==> src/rtl/gf_mul_serial.sv <==
// Bit-serial GF(2^W) multiplier: MSB-first shift-and-add over W cycles, with an
// optional extra xtime step, behind a valid/ready handshake on both sides.
module gf_mul_serial #(
  parameter int         W    = 8,
  parameter logic [W:0] POLY = 9'h11B
) (
  input  logic         clk,
  input  logic         rst,
  input  logic         in_valid,
  output logic         in_ready,
  input  logic [W-1:0] A,
  input  logic [W-1:0] B,
  input  logic         scl,
  output logic         out_valid,
  input  logic         out_ready,
  output logic [W-1:0] Q
);

  localparam int            IW   = (W > 1) ? $clog2(W) : 1;
  localparam logic [W-1:0]  R    = POLY[W-1:0];
  localparam logic [IW-1:0] LAST = IW'(W - 1);

  typedef enum logic [1:0] {IDLE, BUSY, SCALE, DONE} state_t;

  state_t        state, state_nxt;
  logic [W-1:0]  acc, a_q, b_q;
  logic [IW-1:0] idx;
  logic          scl_q;
  logic          accept;

  // Multiply by x modulo the field polynomial.
  function automatic logic [W-1:0] xtime(input logic [W-1:0] v);
    return {v[W-2:0], 1'b0} ^ (v[W-1] ? R : '0);
  endfunction

  assign accept = in_valid & in_ready;
  assign Q      = acc;

  always_ff @(posedge clk) begin
    if (rst) state <= IDLE;
    else     state <= state_nxt;
  end

  always_comb begin
    state_nxt = state;
    case (state)
      IDLE:    if (accept) state_nxt = BUSY;
      BUSY:    if (idx == '0) state_nxt = scl_q ? SCALE : DONE;
      SCALE:   state_nxt = DONE;
      DONE:    if (out_ready) state_nxt = accept ? BUSY : IDLE;
      default: state_nxt = IDLE;
    endcase
  end

  always_comb begin
    in_ready  = 1'b0;
    out_valid = 1'b0;
    case (state)
      IDLE: in_ready = 1'b1;
      DONE: begin
        in_ready  = out_ready;
        out_valid = 1'b1;
      end
      default: ;
    endcase
  end

  // Accept is only possible in IDLE/DONE, so it never collides with a BUSY or SCALE step.
  always_ff @(posedge clk) begin
    if (rst) begin
      acc   <= '0;
      idx   <= '0;
      a_q   <= '0;
      b_q   <= '0;
      scl_q <= 1'b0;
    end else if (accept) begin
      acc   <= '0;
      idx   <= LAST;
      a_q   <= A;
      b_q   <= B;
      scl_q <= scl;
    end else begin
      case (state)
        BUSY: begin
          acc <= xtime(acc) ^ (b_q[idx] ? a_q : '0);
          idx <= idx - 1'b1;
        end
        SCALE:   acc <= xtime(acc);
        default: ;
      endcase
    end
  end

endmodule

==> config.mk <==
export PLATFORM = sky130hd
export DESIGN_NAME = gf_mul_serial
export DESIGN_NICKNAME = d
export VERILOG_FILES = /design/src/rtl/gf_mul_serial.sv
export SDC_FILE = /design/constraint.sdc
export NUM_CORES = 1
export LEC_CHECK = 0
export CORE_MARGIN = 5
export CORE_UTILIZATION = 31
export CTS_CLUSTER_SIZE = 16
export DETAILED_ROUTE_END_ITERATION = 16
export PLACE_DENSITY = 0.57
export SLEW_MARGIN = 20
export SYNTH_ARGS = -nofsm -noshare
export SYNTH_HDL_FRONTEND = slang
export SYNTH_SLANG_ARGS = --single-unit
==> constraint.sdc <==
create_clock -name clk -period 4.1 [get_ports clk]
set_clock_uncertainty 0.15 [all_clocks]
set_input_delay 0.82 -clock clk [delete_from_list [all_inputs] [get_ports clk]]
set_output_delay 0.82 -clock clk [all_outputs]
set_load 0.03 [all_outputs]
==> reports/metrics.yaml <==
status:
  outcome: "finished clean"
power:
  power.share.sequential_pct: 36.2
  share_clk_of_total_power_pct: 19.0
  p_int_mw: 0.668
  power.switching_mw: 0.477
  power_switching_share_pct: 41.7
  power.density_nw_per_um2: 581
  cell_leakage_power_nw: 0.727
  comb_power_share_pct: 44.9
  vdd_ir_drop_max_mv: 0.234
sta:
  worst_pin_slew_ns: 0.862
  finalSetupViolations: 0
  timing_max_transition_violations_final: 0
  max_clock_freq_mhz: 316
  max_slew_margin_pct: 42.5
  min_period_ns: 3.17
  finalHoldViolCount: 0
  final.period_utilization_pct: 77.2
  final.hold.worst_slack_ns: 0.302
  fin_setup_tns_ns: 0
  rsz_0062_raised_after_global_routing: "false"
cts:
  insertion_delay_ns: 0.28
  clk_pin_slew_ns: 0.06
  cts_setup_buffers: 0
  clock_tree.htree_level_count: 2
  ctsRootBufferMaster: "sky130_fd_sc_hd__clkbuf_8"
  post_cts.resized_instances: 0
  cts_tree: "done"
  cts_made_buffers: 5
  cts_num_sinks: 30
  buffer_levels_on_the_longest_clock_path: 2
  cts_hold_repair.buffers: 0
global_route:
  grt.total_usage_pct: 11.6
  global_route.overflow_total: 0
  grt_pass1_wl_um: 5770
  initial_antenna_violation_count: 0
  maximum_number_of_pins_on_one_net_before_global_route_repair: 25
  vias_in_the_first_global_route: 1218
critical_path:
  timing.critical_path.fanout_max: 4
  slowest_library_cell_on_the_worst_path: "sky130_fd_sc_hd__clkdlybuf4s50_1"
  reg2reg_depth: 7
  cp_slowest_stage_delay_ns: 0.67
  critical_path.startpoint_type: "input pin"
  endpoint: "in_ready"
  crit_family: "buffers and inverters"
  worst_path_required_time_ns: 3.13
  timing.setup.critical_path_class: "in2out"
  timing.reg2reg.setup_slack_ns: 2.00
  critical_path.reg2reg.startpoint: "state[0]"
  crit_path_cell_trace: "clkdlybuf4s50_1 > a21oi_1 > nor2_1 > clkdlybuf4s50_1"
  crit_path_arrival_time_ns: 2.20
  crit-reg2reg-capture: "Q[6]"
  critPathBufInv: 2
  crit_path_end_kind: "primary output"
  worstSetupStartpoint: "out_ready"
  critical_path_cell_count: 4
  critical_path.most_common_cell: "sky130_fd_sc_hd__clkdlybuf4s50_1"
placed_design:
  detailed_place_hpwl_um: 2400
  place_area_um2: 1890
  place_congestion: 0.803
  buffers_on_ports: 30
floorplan:
  effective_utilization_at_floorplan_pct: 32.2
  chipWidth_um: 80.5
  core_region_area_um2: 4790
  dieArea_um2: 6480
  core.rowCount: 25
  io-pin-count: 31
  die-height_um: 80.5
yosys:
  syn_nets: 215
  async_reset_ff_share_pct: 0
  synth.most_common_cell: "sky130_fd_sc_hd__nand2_1"
  synthCells: 188
  post-synth-top-area-fraction_pct: 39.0
  synthesis.area_um2: 1540
  synth_area_per_inst_um2: 8.19
  synth-edff-count: 0
  synth-seq-cells: 30
  synth_top_cells_by_count: "43 x sky130_fd_sc_hd__nand2_1, 30 x sky130_fd_sc_hd__dfxtp_1, 26 x sky130_fd_sc_hd__a21oi_1"
  ys.flop_type: "sky130_fd_sc_hd__dfxtp_1"
  ys.warnings.count: 0
  synth_largest_area_cell: "sky130_fd_sc_hd__dfxtp_1"
  synth_area_leaders: "sky130_fd_sc_hd__dfxtp_1 39%, sky130_fd_sc_hd__nand2_1 10%, sky130_fd_sc_hd__a21oi_1 8.4%"
  synth_seq_area_share_pct: 39.0
  netlist-cell-type-count: 30
cells_and_area:
  nets: 243
  area_delta_synth_final_pct: 27.9
  insertedDiodeCount: 0
  final_design_instance_area_without_fill_um2: 1970
  finalCoreUtilization_pct: 41.2
  final_layout_size_suffix_gt1_share_pct: 6.02
drt:
  remaining_drc_errors: 0
  drt-pass1-iter-count: 4
  number_of_vias_in_the_routed_layout: 1344
  post_drt_via_cell_ratio: 4.75
  detail_route.wirelength_um: 3370
  drtIter0Drc: 54
  drt.antenna.violating_nets: 0
  detail_route.wl_per_cell_um: 11.9
run:
  maxCapViolations: 0
worst_hold_path:
  worst_hold_path_type: "reg2reg"
-- cells by family after synthesis --
kind of cell / after synthesis / share of synthesized area [%]
and+or+nand+nor: 75 / 23.2
AOI/OAI and AO/OA: 51 / 22.3
DFF: 30 / 39.0
buffers and inverters: 18 / 5.04
adders and majority gates: 6 / 4.87
xor gates and xnor gates: 5 / 2.84
muxes: 3 / 2.76
-- state kept, by name, summed over array words and instances, names as in the netlist --
name	count
idx	3
b_q	8
state	2
Q	8
a_q	8
scl_q	1
-- cell usage in the layout, fill, tap and decap left out, drive strengths merged --
cell            n
ha              6
clkdlybuf4s50  30
a222oi          5
a32o            3
nor2b          13
o211ai          5
a21oi          26
nand4           8
clkinv          2
dfxtp          30
clkbuf          5
o21ai           3
buf             3
a21o            2
o21a            1
mux2i           2
a2bb2oi         1
and2            5
nor2            3
nor3            1
a311oi          1
mux4            1
a31o            3
nand2          43
inv             6
nand2b          1
a211oi          1
xnor2           1
xor2            4
or3             1
-- layout make-up --
type | instances | area [um^2]
timing repair buffer | 33 | 323
clock inverter | 2 | 10.0
inverter | 6 | 22.5
fill | 509 | 2820
sequential | 30 | 601
tap | 67 | 83.8
multi-input combinational | 140 | 862
clock buffer | 5 | 68.8
-- power by group through the flow --
stage / combinational, mW / sequential [mW] / clock [mW]
after floorplan: 0.400 / 0.409 / 0
after global placement: 0.517 / 0.421 / 0
after detailed placement: 0.520 / 0.422 / 0
after CTS: 0.522 / 0.415 / 0.224
after global routing: 0.578 / 0.425 / 0.241
final: 0.513 / 0.414 / 0.217
-- worst min-delay path by stage --
| stage | from | to | depth (start not counted) |
|---|---|---|---|
| CTS | b_q[3] | b_q[3] | 2 |
| finish | b_q[3] | b_q[3] | 2 |
| global placement | b_q[3] | b_q[3] | 2 |
| global route | b_q[3] | b_q[3] | 2 |
| detailed placement | b_q[3] | b_q[3] | 2 |
| floorplan | b_q[6] | b_q[6] | 2 |
-- layer usage --
| metal | vias up | track usage, % | part of all wire, % |
|---|---|---|---|
| met3 | 5 | 3.81 | 4.7 |
| met2 | 25 | 17.9 | 43 |
| met4 | 0 | 5.07 | 1.8 |
| met5 | - | 0 | 0 |
| met1 | 602 | 14.7 | 50 |
| li1 | 712 | - | - |
-- stage by stage --
step           setup WS, ns  instances  power (mW)
6_report              0.933        283        1.14
5_1_grt               0.857        283        1.24
4_1_cts               0.918        283        1.16
3_5_place_dp          0.926        276       0.942
3_3_place_gp          0.952        276       0.938
2_1_floorplan          1.79        188       0.808
-- worst min-delay path, stage by stage (launching register included) --
cell and delay [ns]:
sky130_fd_sc_hd__dfxtp_1 0.31, sky130_fd_sc_hd__nand2_1 0.05, sky130_fd_sc_hd__a21oi_1 0.05
(Power assumes the default switching activity.)
